--- src/rtl/next_pc_unit.sv ---
// next_pc_unit: program counter sequencer with branch/jump redirect, stall and halt.
// Optional redirect counter enabled by defining NEXT_PC_UNIT_TAKEN_CNT_EN.
module next_pc_unit #(
  parameter logic [31:0] RESET_PC = 32'h0000_0000
) (
  input  logic        clk,
  input  logic        reset,
  input  logic [31:0] Instruction,
  input  logic        InstrReady,
  input  logic        Zero,
  input  logic        Beq,
  input  logic        Bne,
  input  logic        Jump,
  input  logic        JumpReg,
  input  logic [31:0] JrTarget,
  output logic [31:0] PC,
  output logic [31:0] PCPlus4,
  output logic        Taken,
  output logic        Halted,
  output logic [31:0] TakenCount
);
  typedef enum logic [1:0] {BOOT, RUN, HALT} state_t;
  state_t state, state_nx;
  logic br, accept;
  logic [31:0] next_pc;
  assign PCPlus4 = PC + 32'd4;
  assign br = (Beq & Zero) | (Bne & ~Zero);
  assign Taken = (state == RUN) & (Jump | JumpReg | br);
  assign Halted = state == HALT;
  assign accept = (state == RUN) & InstrReady;
  always_comb begin
    next_pc = Jump ? {PCPlus4[31:28], Instruction[25:0], 2'b00} :
              JumpReg ? JrTarget :
              br ? PCPlus4 + {{14{Instruction[15]}}, Instruction[15:0], 2'b00} : PCPlus4;
    state_nx = state == BOOT ? RUN :
               (accept && Instruction[31:26] == 6'h3f) ? HALT : state;
  end
  // the halt instruction keeps PC at its own address
  always_ff @(posedge clk) begin
    if (reset) begin
      state <= BOOT;
      PC <= RESET_PC;
    end else begin
      state <= state_nx;
      if (accept && state_nx == RUN) PC <= next_pc & ~32'd3;
    end
  end
`ifdef NEXT_PC_UNIT_TAKEN_CNT_EN
  logic [31:0] cnt;
  always_ff @(posedge clk) begin
    if (reset) cnt <= '0;
    else if (accept && Taken && cnt != 32'hFFFF_FFFF) cnt <= cnt + 32'd1;
  end
  assign TakenCount = cnt;
`else
  assign TakenCount = '0;
`endif
endmodule

--- config.mk ---
export PLATFORM = sky130hd
export DESIGN_NAME = next_pc_unit
export DESIGN_NICKNAME = d
export VERILOG_FILES = /design/src/rtl/next_pc_unit.sv
export SDC_FILE = /design/constraint.sdc
export NUM_CORES = 1
export LEC_CHECK = 0
export ABC_CLOCK_PERIOD_IN_PS = 3500
export CAP_MARGIN = 20
export CORE_MARGIN = 8
export CORE_UTILIZATION = 30
export DETAILED_ROUTE_END_ITERATION = 10
export HOLD_SLACK_MARGIN = 0.05
export PLACE_DENSITY = 0.68
export SLEW_MARGIN = 0
export SYNTH_ARGS = -nofsm -noshare
export SYNTH_HDL_FRONTEND = slang
export SYNTH_SLANG_ARGS = --single-unit
export TNS_END_PERCENT = 10
--- constraint.sdc ---
create_clock -name clk -period 3.5 [get_ports clk]
set_input_delay 1.05 -clock clk [delete_from_list [all_inputs] [get_ports clk]]
set_output_delay 1.05 -clock clk [all_outputs]
set_load 0.02 [all_outputs]
==> impl_metrics.env <==
export IMPL_status="finished, violations left"
export IMPL_failed_checks="setup timing"
export IMPL_period_needed_ns=3.543
export IMPL_min_path_type="flip-flop to flip-flop"
export IMPL_ys_seq_area_frac=0.1373
export IMPL_layout_commonest_cell="buf_4"
export IMPL_num_rows=45
export IMPL_nets=1003
export IMPL_areaGrowthSynthToFinish_pct=67.24
export IMPL_grt_overflow=0
export IMPL_ys_seq_elements=32
export IMPL_synth_warnings=0
export IMPL_cts_sinks=32
export IMPL_clkLatencyLatePin_ns=0.30
export IMPL_antenna_found_initial=0
export IMPL_period_share=1.012
export IMPL_setup_tns_ns=-0.06330
export IMPL_ant_nets=0
export IMPL_grt_pass1_vias=5672
export IMPL_crit_path_end_kind="flip-flop"
export IMPL_hold_viol=0
export IMPL_yosysTopAreaCell="dfxtp_1"
export IMPL_place_gp_congestion=0.9145
export IMPL_critical_path_class="input pin to flip-flop"
export IMPL_syn_mean_instance_area_um2=7.396
export IMPL_grt_pass1_wl_um=30350
export IMPL_grt_max_degree=40
export IMPL_final_area_um2=7805
export IMPL_relSlewSlack=0.6107
export IMPL_max_vdd_ir_drop_mv=0.1706
export IMPL_die_h_um=140.7
export IMPL_p_per_area_nw_per_um2=264.4
export IMPL_synth_cell_types=80
export IMPL_cap_violations=0
export IMPL_synthFlopType="dfxtp_1"
export IMPL_synth_top_area_share=0.1373
export IMPL_portBuffers=131
export IMPL_max_freq_mhz=282.2
export IMPL_h_tree_depth=2
export IMPL_syn_inst=631
export IMPL_p_total_uw=2064
export IMPL_fin_ws_ns=-0.04325
export IMPL_dr_first_iter_drc_count=451
export IMPL_dp_cells=1066
export IMPL_cts_buffer_depth=2
export IMPL_dr_total_vias=5736
export IMPL_holdPathStages=2
export IMPL_rsz0062_at_grt="yes"
export IMPL_clockRootBuffer="clkbuf_16"
export IMPL_clk_pin_slew_ns=0.06
export IMPL_die_width_um=140.7
export IMPL_r2r_worst_path_cells=15
export IMPL_drive_gt1_frac=0.3106
export IMPL_routed_wl_um=19910
export IMPL_worst_pin_slew_ns=0.5839
export IMPL_setup_viol=2
export IMPL_drtPass1Iterations=7
export IMPL_synth_edf_count=0
export IMPL_track_usage=0.1916
export IMPL_yosys_top_cells_area="dfxtp_1 (14%), ha_1 (9.7%), xnor2_1 (6.6%)"
export IMPL_diodes=0
export IMPL_synth_async_reset_ratio=0
export IMPL_synthesis_area_um2=4667
export IMPL_crit_path_max_fanout=3
export IMPL_post_route_drc_count=0
export IMPL_r2r_start="PC[2]$_SDFFE_PP0P_"
export IMPL_critPathArrivalTime_ns=3.72
export IMPL_whs_endpoint="state[0]$_SDFF_PP0_"
export IMPL_clock_skew_ns=0.009445
export IMPL_cp_start_kind="input pin"
export IMPL_cts_hold_buffers=0
export IMPL_worstHoldStart="state[1]$_SDFF_PP0_"
export IMPL_initial_core_util=0.3070
export IMPL_stdcell_count=1083
export IMPL_leakage_uw=0.003506
export IMPL_die_area_um2=19800
export IMPL_r2r_end="PC[29]$_SDFFE_PP0P_"
export IMPL_core_um2=15200
export IMPL_placed_cell_area_um2=7288
export IMPL_ioPinCount=170
export IMPL_cp_required_ns=3.68
export IMPL_mostFrequentLayoutCells="buf_4 (160), clkdlybuf4s50_1 (113), nand2_1 (65)"
export IMPL_viasPerCell=5.296
export IMPL_cts_buffers=5
export IMPL_hpwl_um=15350
export IMPL_drv_slew=0
export IMPL_wire_per_inst_um=18.39
export IMPL_cts_tree="built"
export IMPL_reg2reg_slack_ns=0.03
stage by stage:
step                      setup WS (ns)  hold slack (ns)  utilization
after global routing            -0.1449           0.5706       0.5134
after CTS                       -0.1814           0.5412       0.4919
after global placement          -0.5417           0.5128       0.4794
after detailed placement        -0.5560           0.5322       0.4794
final                          -0.04325           0.5462       0.5134
after floorplan               -0.005012           0.4925            -
cell type report:
cell class / count / area, um^2
Tap cell: 188 / 235.2
Inverter: 13 / 51.30
Timing Repair Buffer: 291 / 2502
Multi-Input combinational cell: 551 / 4182
Fill cell: 1489 / 7397
Clock buffer: 5 / 125.1
Clock inverter: 3 / 37.54
Sequential cell: 32 / 671.9
registers in the layout, indices dropped and copies added (netlist names):
register	flops
PC	30
state	2
cells in the mapped netlist, types with 11 or more instances:
cell,number
ha_1,36
nand4_1,11
inv_1,11
xor2_1,11
nand3_1,13
a21oi_1,58
nor2_1,54
a211oi_1,18
xnor2_1,35
clkbuf_1,24
o21ai_0,15
buf_4,36
nor3_1,15
nand2_1,66
a21o_1,24
dfxtp_1,32
o211ai_1,18
worst max path at each step:
stage,from,endpoint,depth (start not counted)
3_5_place_dp,Instruction[0],PC[16]$_SDFFE_PP0P_,12
2_1_floorplan,PC[2]$_SDFFE_PP0P_,PC[16]$_SDFFE_PP0P_,15
3_3_place_gp,Instruction[0],PC[16]$_SDFFE_PP0P_,12
6_report,Instruction[9],PC[29]$_SDFFE_PP0P_,11
5_1_grt,Instruction[2],PC[22]$_SDFFE_PP0P_,13
4_1_cts,Instruction[0],PC[22]$_SDFFE_PP0P_,14
critical path: stages:
cell and delay [ns]:
clkdlybuf4s50_1 0.46, ha_1 0.34, and4_4 0.19, buf_4 0.14
a32o_2 0.25, o2111ai_4 0.27, a21oi_1 0.12, o311a_1 0.36
or3_1 0.31, a31oi_1 0.16, o21ai_1 0.08
kinds of logic (layout without fill, tap and decap cells):
family	Yosys count	in the layout	synth area share
other	1	36	0.0008035
DFF	32	32	0.1373
muxes	5	5	0.01099
and+or+nand+nor	212	212	0.2351
AOI/OAI and AO/OA	213	213	0.3241
xor gates and xnor gates	48	48	0.09330
buffers and inverters	83	312	0.09759
adders and majority gates	37	37	0.1008
layer usage:
layer / up-vias / GRT usage / part of all wire / wire, um
li1: 2799 / - / - / -
met1: 2689 / 0.2331 / 0.42 / 8367
met2: 218 / 0.3338 / 0.49 / 9713
met3: 30 / 0.04490 / 0.072 / 1443
met4: 0 / 0.04525 / 0.019 / 388
met5: - / 0 / 0 / 0
power by group:
| part | switching, uW | internal (uW) | leakage [uW] |
|---|---|---|---|
| combinational | 569 | 542 | 0.00316 |
| sequential | 26.7 | 389 | 0.000270 |
| clock | 206 | 332 | 0.0000789 |
repair_timing:
item	4_1_cts	5_1_grt
endpoints found under the hold margin	0	0
pin swaps	3	38
gates resized for setup	24	57
endpoints found under the setup margin	26	32
setup buffers	0	9
(Power assumes the default switching activity.)
==> RTL edit: new RTL, same settings <==
The 3 states of `state_t` get a one-hot encoding in 3 bits.
--- a/src/rtl/next_pc_unit.sv
+++ b/src/rtl/next_pc_unit.sv
@@ -19,7 +19,7 @@
   output logic        Halted,
   output logic [31:0] TakenCount
 );
-  typedef enum logic [1:0] {BOOT, RUN, HALT} state_t;
+  typedef enum logic [2:0] {BOOT = 3'b001, RUN = 3'b010, HALT = 3'b100} state_t;
   state_t state, state_nx;
   logic br, accept;
   logic [31:0] next_pc;
Function: no difference found for any inputs over 10 cycles, from zero or initial values and one cycle with reset high; not proved beyond that.
==> RTL edit against the unedited design <==
- setup slack better by 0.046 ns
- die area is 1.5% lower
- power is 22% lower
- sequential cell count is 1 higher
- critical path depth stayed put
- synthesized area is 1.7% lower
- wire length is 0.56% higher
- via count is 0.38% higher
- cell area is 6.6% lower
- final cell count is 1.5% lower
- core utilization is 3.0 points lower
- critical path type unchanged
- highest routed layer unchanged
==> RTL edit: results <==
{
  "n_all_inverters": 16,
  "switching_share_pct": 37.53,
  "place_area_sq_um": 6977,
  "clkbuf_count": 8,
  "grt_usage_pct": 19.61,
  "drt_iter0_drc": 349,
  "vias": 5758,
  "ys_seq_area_share_pct": 14.41,
  "status": "finished clean",
  "fin_nets": 987,
  "nFlopsAndLatches": 33,
  "fill_cells": 1494,
  "ys_types": 73,
  "buffer_area_share_pct": 32.20,
  "num-nonclk-buffers": 270,
  "p_leak_nw": 3.391,
  "multi_input_comb_cells": 552,
  "dp_slack_ns": -0.5512,
  "grt_pass1_vias": 5868,
  "vdd_drop_max_v": 0.0001572,
  "clock_area_share_pct": 1.870,
  "grt_start_max_net_pins": 32,
  "routed_wl_microns": 20030,
  "whs_ns": 0.4993,
  "multiInputGateArea_sq_um": 3850,
  "grt_first_pass_wirelength_microns": 31100,
  "min_period_ns": 3.497,
  "synth_area_leaders": "dfxtp_1, ha_1, nand2_1, buf_4, a21oi_1",
  "drive_gt1_share_pct": 23.89,
  "place.gp.congestion": 0.9341,
  "dpl.hpwl_microns": 15780,
  "firstDrtPassIters": 5,
  "synthArstFlopShare_pct": 0,
  "worstHoldStart": "state[0]",
  "largestRegisters": "PC (30), state (3)",
  "setup.worst_path.start": "Instruction[0]",
  "sh_seq_area_pct": 9.092,
  "ys_top_cells_by_count": "nand2_1, a21oi_1, nor2_1",
  "clk-insertion-delay-late_ns": 0.29,
  "clock_skew_ns": 0.007896,
  "worstMarginPinSlew_ns": 0.6281,
  "reg2reg_from": "PC[8]"
}
==> RTL edit: final timing paths <==
| path | to | depth (start not counted) |
|---|---|---|
| worst max-delay path | PC[18] | 11 |
| worst max register to register | PC[29] | 16 |
| worst min register to register | state[0] | 2 |
| worst min-delay path | state[0] | 2 |
==> RTL edit: cell families (layout without fill, tap and decap cells) <==
group | after synthesis | after routing | share of synthesized area (%)
muxes | 3 | 3 | 0.6821
and+or+nand+nor | 222 | 222 | 24.07
xor gates and xnor gates | 47 | 47 | 9.304
AOI/OAI and AO/OA | 207 | 207 | 30.53
adders and majority gates | 37 | 37 | 10.26
other | 1 | 36 | 0.08178
buffers and inverters | 84 | 294 | 10.67
DFF | 33 | 33 | 14.41
==> RTL edit: worst max-delay path, stage by stage <==
cell	delay (ns)
clkdlybuf4s50_1	0.43
ha_2	0.21
fa_2	0.36
a21o_1	0.23
a31o_4	0.27
a211oi_4	0.27
o31ai_4	0.11
a31oi_2	0.16
xor2_1	0.08
a2111o_1	0.40
a21oi_1	0.12
==> RTL edit: repair_timing <==
action                     in CTS  in global routing
resized for setup              24                 41
setup endpoints to repair      27                 28
buffers inserted                0                  2
pin swaps                       2                  8
==> RTL edit: layer usage <==
metal  wire length, microns  GRT usage, %  part of all wire (%)
met1                   8480         24.33                    42
met2                   9544         33.14                    48
met3                   1594         4.275                   8.0
met4                    405         6.229                   2.0
met5                      0             0                     0
==> RTL edit: power by group through the flow <==
stage	Combinational [mW]	Sequential, mW	Clock [mW]
final	0.736	0.408	0.456
after global routing	0.796	0.410	0.473
after CTS	0.711	0.408	0.458
after detailed placement	0.707	0.416	0
after global placement	0.704	0.415	0
after floorplan	0.378	0.436	0
